File: src/rtl/ysyx_25020047_seq_ctrl.sv
// Multi-cycle sequencing controller: fetch, execute settle, optional LSU access
// and writeback, with a per-wait-state watchdog, ebreak halt and retire counter.
module ysyx_25020047_seq_ctrl #(
  parameter int unsigned TIMEOUT = 1024
) (
  input  logic        clk,
  input  logic        rst,
  output logic        ifu_req_valid,
  input  logic        ifu_req_ready,
  input  logic        ifu_rsp_valid,
  output logic        inst_en,
  input  logic        dec_load,
  input  logic        dec_store,
  input  logic        dec_wen,
  input  logic        dec_ebreak,
  output logic        lsu_req_valid,
  output logic        lsu_req_wen,
  input  logic        lsu_req_ready,
  input  logic        lsu_rsp_valid,
  output logic        rf_wen,
  output logic        pc_wen,
  output logic [31:0] instret,
  output logic        halt,
  output logic        err
);

  typedef enum logic [3:0] {
    S_RESET,
    S_FETCH,
    S_FWAIT,
    S_EXEC,
    S_MEM,
    S_MWAIT,
    S_WB,
    S_HALT,
    S_ERR
  } state_e;

  localparam logic [15:0] WAIT_LAST = 16'(TIMEOUT - 1);

  state_e      state_q, state_d;
  logic [15:0] wait_cnt_q, wait_cnt_d;
  logic [31:0] instret_q, instret_d;
  logic        waiting;
  logic        exit_ev;

  always_ff @(posedge clk) begin
    if (rst) begin
      state_q    <= S_RESET;
      wait_cnt_q <= '0;
      instret_q  <= '0;
    end else begin
      state_q    <= state_d;
      wait_cnt_q <= wait_cnt_d;
      instret_q  <= instret_d;
    end
  end

  always_comb begin
    state_d = state_q;
    waiting = 1'b0;
    exit_ev = 1'b0;
    case (state_q)
      S_RESET: state_d = S_FETCH;
      S_FETCH: begin
        waiting = 1'b1;
        if (ifu_req_ready) begin
          exit_ev = 1'b1;
          state_d = S_FWAIT;
        end
      end
      S_FWAIT: begin
        waiting = 1'b1;
        if (ifu_rsp_valid) begin
          exit_ev = 1'b1;
          state_d = S_EXEC;
        end
      end
      S_EXEC: begin
        if (dec_ebreak)                  state_d = S_HALT;
        else if (dec_load || dec_store)  state_d = S_MEM;
        else                             state_d = S_WB;
      end
      S_MEM: begin
        waiting = 1'b1;
        if (lsu_req_ready) begin
          exit_ev = 1'b1;
          state_d = S_MWAIT;
        end
      end
      S_MWAIT: begin
        waiting = 1'b1;
        if (lsu_rsp_valid) begin
          exit_ev = 1'b1;
          state_d = S_WB;
        end
      end
      S_WB:    state_d = S_FETCH;
      S_HALT:  state_d = S_HALT;
      S_ERR:   state_d = S_ERR;
      default: state_d = S_RESET;
    endcase

    // An exit event on the expiry cycle takes precedence over the watchdog.
    if (waiting && !exit_ev && (wait_cnt_q == WAIT_LAST)) begin
      state_d = S_ERR;
    end

    if ((state_d != state_q) || !waiting) wait_cnt_d = '0;
    else                                   wait_cnt_d = wait_cnt_q + 16'd1;

    instret_d = instret_q + ((state_q == S_WB) ? 32'd1 : 32'd0);
  end

  always_comb begin
    ifu_req_valid = 1'b0;
    inst_en       = 1'b0;
    lsu_req_valid = 1'b0;
    lsu_req_wen   = 1'b0;
    rf_wen        = 1'b0;
    pc_wen        = 1'b0;
    halt          = 1'b0;
    err           = 1'b0;
    case (state_q)
      S_FETCH: ifu_req_valid = 1'b1;
      S_FWAIT: inst_en = ifu_rsp_valid;
      S_MEM: begin
        lsu_req_valid = 1'b1;
        lsu_req_wen   = dec_store;
      end
      S_WB: begin
        pc_wen = 1'b1;
        rf_wen = dec_wen && !dec_store;
      end
      S_HALT:  halt = 1'b1;
      S_ERR:   err  = 1'b1;
      default: ;
    endcase
  end

  assign instret = instret_q;

endmodule

File: config.mk
export PLATFORM = sky130hd
export DESIGN_NAME = ysyx_25020047_seq_ctrl
export DESIGN_NICKNAME = d
export VERILOG_FILES = /design/src/rtl/ysyx_25020047_seq_ctrl.sv
export SDC_FILE = /design/constraint.sdc
export NUM_CORES = 1
export LEC_CHECK = 0
export CORE_MARGIN = 5
export CORE_UTILIZATION = 39
export CTS_CLUSTER_DIAMETER = 200
export DETAILED_ROUTE_END_ITERATION = 8
export PLACE_DENSITY_LB_ADDON = 0.05
export SYNTH_ARGS = -nofsm -noshare
export SYNTH_HDL_FRONTEND = slang
export SYNTH_SLANG_ARGS = --single-unit
File: constraint.sdc
create_clock -name clk -period 4 [get_ports clk]
set_clock_uncertainty 0.05 [all_clocks]
set_input_delay 0.8 -clock clk [delete_from_list [all_inputs] [get_ports clk]]
set_output_delay 0.8 -clock clk [all_outputs]
set_load 0.01 [all_outputs]
## Yosys cells after proc, flatten, opt, wreduce, memory -nomap -nowiden

Index checks and enable logic that the tools add are counted.

- Eq/ne operators: 10
- $add $sub $neg: 2
- Reductions and logical operators: 12
- Multiplexer cells: 23

Operator list:

| kind | count |
|---|---|
| $add A32 B1 Y32 | 1 |
| $pmux W4 S8 | 1 |
| $mux W4 | 5 |
| $add A16 B1 Y16 const B | 1 |
| $eq A16 B10 Y1 const B | 1 |
| $eq A4 B3 Y1 const B | 4 |
| $mux W1 | 14 |
| $eq A4 B2 Y1 const B | 2 |
| $eq A4 B1 Y1 const B | 1 |
| $eq A4 B4 Y1 const B | 1 |
| $logic_not A4 Y1 | 1 |
| $mux W2 | 2 |
| $ne A4 B4 Y1 | 1 |
| $pmux W1 S4 | 1 |
| $reduce_or A2 Y1 | 2 |
| $reduce_or A4 Y1 | 1 |
| $logic_and A1 B1 Y1 | 3 |
| $logic_not A1 Y1 | 3 |
| $logic_or A1 B1 Y1 | 2 |

- Output and inout port bits: 40
- Word-level logic and storage cells: 50
- Register bits after elaboration: 52
- Input bits: 10

## Logic depth before layout (Yosys ltp)

Gate-level depths: netlist (run 1).

- Word-level depth: 9
- Mapped depth: 10
- Depth with buffers taken out: 8

## Worst setup path before layout (run 1)

No wires, ideal clock.

- Kind: register -> register
- Start: register state_q[1]
- End: register instret_q[18], in the netlist instret[18]
- Path slack: 0.810 ns
- Setup time: 0.070 ns
- Stages on the path, launching flop included: 11
- Clock period less this slack: 3.190 ns
- Buffers on the path: 3
- Required time: 3.880 ns
- Arrival: 3.070 ns
- Cells stage by stage: dfxtp_1 clkbuf_1 clkbuf_1 nor3b_1 ha_1 ha_1 and4_1 or4b_1 buf_2 or3_1 a21oi_1

- Word-level cells in the longest chain between the ends: 3

Ends and longest elaborated chain:

| element | RTL line | text |
|---|---|---|
| start, declared | 41 | `state_e state_q, state_d;` |
| start signal, assigned | 53 | `state_q <= state_d;` |
| $eq A4 B3 Y1 | 112 | `instret_d = instret_q + ((state_q == S_WB) ? 32'd1 : 32'd0);` |
| $mux W1 | 112 |  |
| $add A32 B1 Y32 | 112 |  |
| end signal, assigned | 55 | `instret_q <= instret_d;` |
| end, declared | 43 | `logic [31:0] instret_q, instret_d;` |

No other way between the ends.
A chain may end at the register's enable or synchronous reset.

## Worst setup path in the final report (run 1)

- Start: register state_q[2]
- End: register instret_q[30], in the netlist instret[30]

The elaborated chain is that of the path after synthesis.

==> results of run 1 <==
## worst max-delay path by stage
| stage | from | to | cells past startpoint |
|---|---|---|---|
| after CTS | state_q[2]$_SDFF_PP0_ | instret[24]$_SDFF_PP0_ | 8 |
| after detailed placement | state_q[2]$_SDFF_PP0_ | instret[26]$_SDFF_PP0_ | 8 |
| after global placement | state_q[2]$_SDFF_PP0_ | instret[26]$_SDFF_PP0_ | 8 |
| after global routing | state_q[2]$_SDFF_PP0_ | instret[24]$_SDFF_PP0_ | 8 |
| final | state_q[2]$_SDFF_PP0_ | instret[30]$_SDFF_PP0_ | 8 |
| after floorplan | state_q[1]$_SDFF_PP0_ | instret[18]$_SDFF_PP0_ | 10 |
## registers in the layout (all words and copies together), names as in the netlist
signal      count
instret        32
state_q         4
wait_cnt_q     16
## critical path, stage by stage (launching register included)
cell	delay, ns
dfxtp_1	0.63
nand2b_1	0.16
nor3b_1	0.34
ha_1	0.28
ha_1	0.23
and4_1	0.33
or4b_1	0.68
or4_1	0.46
a21oi_1	0.14
## metrics by stage
| stage | setup slack (ns) | cells | total power [uW] |
|---|---|---|---|
| after floorplan | 0.810 | 297 | 574 |
| after global placement | 0.734 | 407 | 597 |
| after detailed placement | 0.593 | 407 | 597 |
| after CTS | 0.594 | 415 | 902 |
| after global routing | 0.274 | 415 | 925 |
| final | 0.633 | 415 | 886 |
## per-layer routing
layer  share of wire, %  vias to the layer above  routed length [um]  global-route usage [%]
li1                   -                     1164                   -                       -
met1                 48                     1042                2570                    16.6
met2                 47                       34                2500                    22.1
met3                4.3                        5                 230                    3.25
met4               0.90                        0                  48                    3.35
met5                  0                        -                   0                       0
## cells by family (layout without fill, tap and decap cells)
family                     Yosys count  after routing  synth area share, %
AOI/OAI and AO/OA                   49             49                 12.0
xor gates and xnor gates            26             26                 9.02
adders and majority gates            3              3                 1.49
buffers and inverters               23             64                 3.82
DFF                                 52             52                 41.2
and+or+nand+nor                    144            144                 32.4
## synth_stat cells (4+ instances only)
cell      instances
dfxtp_1          52
nor2_1           33
a21oi_1          21
nand3_1          19
nand2_1          16
clkbuf_1         14
xor2_1           14
or4_1            13
xnor2_1          12
nand4_1          11
o21ai_0          11
o31ai_1          10
and4_1            8
or3_1             8
nor4_1            7
inv_1             6
and3_1            4
nand2b_1          4
nor3_1            4
## layout make-up
| class | count | area [um2] |
|---|---|---|
| Timing Repair Buffer | 50 | 498 |
| Fill cell | 600 | 3180 |
| Inverter | 6 | 22.5 |
| Clock buffer | 8 | 90.1 |
| Sequential cell | 52 | 1040 |
| Multi-Input combinational cell | 222 | 1390 |
| Tap cell | 77 | 96.3 |
## power groups by stage
stage                     sequential [uW]  combinational, uW  clock (uW)
final                                 532               51.5         302
after global routing                  534               56.5         334
after CTS                             532               52.4         317
after detailed placement              545               52.3           0
after global placement                544               52.6           0
after floorplan                       536               37.9           0
==> results.md, run 1 <==
- Status: finished clean
- GP Congestion: approximately 0.73
- Fin. max-slew vios: 0
- Logic pwr share: 5.8%
- Netlist Area Pre-Place: between 0.002 and 0.003 mm2
- Core area: 0.00631 mm2
- Clk Latency, worst-skew pair: 0.30 ns
- Synth Area per Inst: ~8.5 um2
- Static leakage: 0.000976 uW
- DRC Markers: 0
- Hold violation count in the final report: 0
- Via-per-instance ratio: around 5.4
- Cell depth of the worst min-delay path: 1
- Worst Tran Pin Value: about 0.68 ns
- Setup bufs post-CTS: 0
- Final min period: roughly 3.4 ns
- Setup CP Type: register to register
- Final #Nets: 350
- Layout cells sized above 1: 2.66%
- CP Data Arrival Time: 3.55 ns
- Synth area leader: dfxtp_1
- Reg2reg setup slack: 0.63 ns
- Power per cell area: roughly 280 mW/mm2
- PostCTS Resize Cnt: 0
- Max Root-Sink Buffers: 2
- WP data required: 4.18 ns
- Total die area: 0.00818 mm2
- Ant diodes: 0
- Overflow after GRT: 0
- Initial DRT Pass Iterations: 4
- Largest net degree at the start of global routing: 36
- Finished Cell Area: 0.00313 mm2
- All-Layer GR Usage: a little over an eighth
- ANT nets after route: 0
- Sw frac: 22.3%
- Post-DR wirelength/cell: 12.9 um
- CTS tree: done
- Fmax: 0.297 GHz
- Max-Cap Viols: 0
- H-Tree Depth: 2
- Hold path endpoint: wait_cnt_q[0]$_SDFF_PP0_
- Worst-path clk slew: 0.09 ns
- First-pass GRT wire length: 9.23 mm
- Final worst path period share: 84.2%
- Normalized max-slew margin: 54.7%
- Syn nets: 310
- RSZ-0062 raised after global routing: false
- Startpoint types: register
- Commonest non-fill, non-tap cell in the layout: dfxtp_1
- Clock Sink Count: 52
- Top Ports: 50
- Clk network pwr share: 34.1%
- CP max FO: 16
- Area growth from synthesis to layout: 24.2%
- Worst min path class: register to register
- Initial antenna violation count: 0
- Reg2Reg Depth: 8
- Number of synthesized flops with an enable pin: 0
- Library cells used by synthesis: 38
- Commonest cells after routing, fill and taps aside: dfxtp_1, clkdlybuf4s50_1, nor2_1
- Number of DRC markers after the initial detailed-route iteration: 81
- Yosys reg bits: 52
- RR Startpoint: state_q[2]$_SDFF_PP0_
- Vias in the first global route: 2016
- Rows: 29
- R2R Path End: instret[30]$_SDFF_PP0_
- Hold-fix buffers, CTS: 0
- Total negative slack: 0 ns
- Root Buffer Master: clkbuf_8
- Top-area cell type share of the netlist area: 41.2%
- Area contributors post-synth: dfxtp_1, nor2_1, xor2_1
- Die Wd: 90.4 um
- Worst ir drop on vdd: ~0.00017 V
- Height of the die: 90.4 um
- PortBufs: 49
- Dpl cell area: about 0.003 mm2
- P_sw: between 150 and 200 uW
- Post-DP HPWL: 3.76 mm
- Initial Util: 40.0%
- Mapped Cells: 297
- P_int: 689 uW
- Synth Flop Type: dfxtp_1
- Fin Hold WS: 0.421 ns
- Core Util, Final: 49.6%
- Hold Path Origin: wait_cnt_q[0]$_SDFF_PP0_
- Seq/Total Area, Yosys: 41.2%
- Async SR Flop Fraction: 0%
- Final setup fails: 0
- CP endpoint kind: register
- Final wirelength: 5.35 mm
- CTS Buf Count: 5
- Syn. warnings: 0
- Vias: roughly 2200
- Flop pwr share: 60.1%
Power figures use the tool's default switching activity.
==> inputs of run 2 (changes only) <==
clock period = 3.35 ns   (was 4 ns; I/O delays follow)
==> results.md, run 2 (synthesis results as in run 1) <==
- Height of the die: 90.4 um (unchanged)
- GP Congestion: 0.743 (was 0.725)
- Final setup fails: 0 (unchanged)
- RSZ-0062 raised after global routing: false (unchanged)
- Initial antenna violation count: 0 (unchanged)
- Total negative slack: 0 ns (unchanged)
- Area growth from synthesis to layout: 25.5% (was 24.2%)
- Static leakage: 0.000999 uW (was 0.000976 uW)
- Vias: 2295 (was 2245)
- Fin. max-slew vios: 0 (unchanged)
- Initial Util: 40.0% (unchanged)
- H-Tree Depth: 2 (unchanged)
- CTS Buf Count: 5 (unchanged)
- Top Ports: 50 (unchanged)
- Max Root-Sink Buffers: 2 (unchanged)
- Worst-path cell chain: nand2b_1 > nor3b_1 > ha_1 > ha_1 > and4_1 > or4b_4 > or4_1 > a21oi_1 (was nand2b_1 > nor3b_1 > ha_1 > ha_1 > and4_1 > or4b_1 > or4_1 > a21oi_1)
- CTS tree: done (unchanged)
- ANT nets after route: 0 (unchanged)
- Vias in the first global route: 2141 (was 2016)
- Fmax: 0.332 GHz (was 0.297 GHz)
- CP dominant cell by count: ha_1 (unchanged)
- CP endpoint kind: register (unchanged)
- Normalized max-slew margin: 52.3% (was 54.7%)
- Worst min path class: register to register (unchanged)
- Commonest cells after routing, fill and taps aside: dfxtp_1, clkdlybuf4s50_1, nor2_1 (unchanged)
- Multi-input gate area: 0.00139 mm2 (about the same)
- Status: finished clean (unchanged)
- Dpl cell area: 0.00307 mm2 (was 0.00304 mm2)
- Number of DRC markers after the initial detailed-route iteration: 77 (was 81)
- Total die area: 0.00818 mm2 (unchanged)
- Final min period: 3.01 ns (was 3.37 ns)
- Max FFs per register: 32 (unchanged)
- Rows: 29 (unchanged)
- Clock Sink Count: 52 (unchanged)
- PortBufs: 49 (unchanged)
- DRC Markers: 0 (unchanged)
- CP Data Arrival Time: 3.21 ns (was 3.55 ns)
- Via-per-instance ratio: 5.49 (was 5.41)
- Final worst path period share: 89.9% (was 84.2%)
- Initial DRT Pass Iterations: 4 (unchanged)
- Reg area: 0.00104 mm2 (unchanged)
- Max-Cap Viols: 0 (unchanged)
- Ant diodes: 0 (unchanged)
- Core area: 0.00631 mm2 (unchanged)
- R2R Path End: instret[24]$_SDFF_PP0_ (was instret[30]$_SDFF_PP0_)
- Cell depth of the worst min-delay path: 1 (unchanged)
- Filler cells: 633 (was 600)
- Worst ir drop on vdd: 0.000195 V (was 0.000165 V)
- Post-DP HPWL: 3.97 mm (was 3.76 mm)
- Setup CP Type: register to register (unchanged)
- PostCTS Resize Cnt: 0 (unchanged)
- CP max FO: 16 (unchanged)
- Power per cell area: 344 mW/mm2 (was 283 mW/mm2)
- Largest stage delay, worst path: 0.59 ns (was 0.68 ns)
- Critical Path End: instret[24]$_SDFF_PP0_ (was instret[30]$_SDFF_PP0_)
- Worst Tran Pin Value: 0.716 ns (was 0.679 ns)
- Hold-fix buffers, CTS: 0 (unchanged)
- Worst-path clk slew: 0.10 ns (was 0.09 ns)
- Reg2Reg Depth: 8 (unchanged)
- Reg2reg setup slack: 0.34 ns (was 0.63 ns)
- Die Wd: 90.4 um (unchanged)
- Post-DR wirelength/cell: 13.5 um (was 12.9 um)
- RR Startpoint: state_q[3]$_SDFF_PP0_ (was state_q[2]$_SDFF_PP0_)
- Commonest non-fill, non-tap cell in the layout: dfxtp_1 (unchanged)
- Setup bufs post-CTS: 0 (unchanged)
- All-Layer GR Usage: 14.0% (was 13.1%)
- First-pass GRT wire length: 9.90 mm (was 9.23 mm)
- Largest net degree at the start of global routing: 35 (was 36)
- Hold violation count in the final report: 0 (unchanged)
- Layout cells sized above 1: 4.40% (was 2.66%)
- Clk Latency, worst-skew pair: 0.31 ns (was 0.30 ns)
- Crit-path slowest cell: or4b_4 (was or4b_1)
- Startpoint types: register (unchanged)
- WP data required: 3.54 ns (was 4.18 ns)
- Root Buffer Master: clkbuf_8 (unchanged)
- Crit path launch: state_q[3]$_SDFF_PP0_ (was state_q[2]$_SDFF_PP0_)
- Finished Cell Area: 0.00317 mm2 (was 0.00313 mm2)
- Final wirelength: 5.64 mm (was 5.35 mm)
- Overflow after GRT: 0 (unchanged)
- Final #Nets: 353 (was 350)
## run 2: worst max-delay path: cells and delay by family (launching register included)
family / cells / cell delay, ns
AOI/OAI and AO/OA: 1 / 0.16
adders and majority gates: 2 / 0.51
and+or+nand+nor: 5 / 1.86
DFF: 1 / 0.38
## run 2: stage by stage
stage	total power (uW)	utilization [%]	std cells	hold WS, ns	worst slack (ns)
2_1_floorplan	686	-	297	0.376	0.160
3_3_place_gp	718	48.6	410	0.396	0.288
3_5_place_dp	718	48.6	410	0.398	0.183
4_1_cts	1100	50.1	418	0.420	0.152
5_1_grt	1140	50.2	418	0.451	0.0746
6_report	1090	50.2	418	0.416	0.337
## run 2: report_power, final
group	internal, uW	leakage (uW)	switching (uW)
Sequential	623	0.000419	3.10
Combinational	35.2	0.000528	41.7
Clock	170	0.0000516	216
Total	828	0.000999	261
## run 2: worst min path at each step
stage	startpoint	endpoint	slack (ns)
after CTS	wait_cnt_q[0]$_SDFF_PP0_	wait_cnt_q[0]$_SDFF_PP0_	0.42
after global routing	wait_cnt_q[0]$_SDFF_PP0_	wait_cnt_q[0]$_SDFF_PP0_	0.45
final	wait_cnt_q[0]$_SDFF_PP0_	wait_cnt_q[0]$_SDFF_PP0_	0.42
after floorplan	wait_cnt_q[0]$_SDFF_PP0_	wait_cnt_q[0]$_SDFF_PP0_	0.38
after detailed placement	wait_cnt_q[0]$_SDFF_PP0_	wait_cnt_q[0]$_SDFF_PP0_	0.40
after global placement	wait_cnt_q[0]$_SDFF_PP0_	wait_cnt_q[0]$_SDFF_PP0_	0.40
## run 2: final cells by class
type,instances,share of cell area [%]
multi-input combinational,222,43.9
sequential,52,32.9
timing repair buffer,53,16.4
tap,77,3.04
clock buffer,6,2.61
inverter,6,0.711
clock inverter,2,0.435
## run 2: per-layer routing
metal  track usage, %  vias to the layer above  wire length (um)
met3             3.08                       10               225
met2             23.7                       42              2700
met5                0                        -                 0
met4             5.09                        0                88
met1             17.5                     1074              2630
li1                 -                     1169                 -
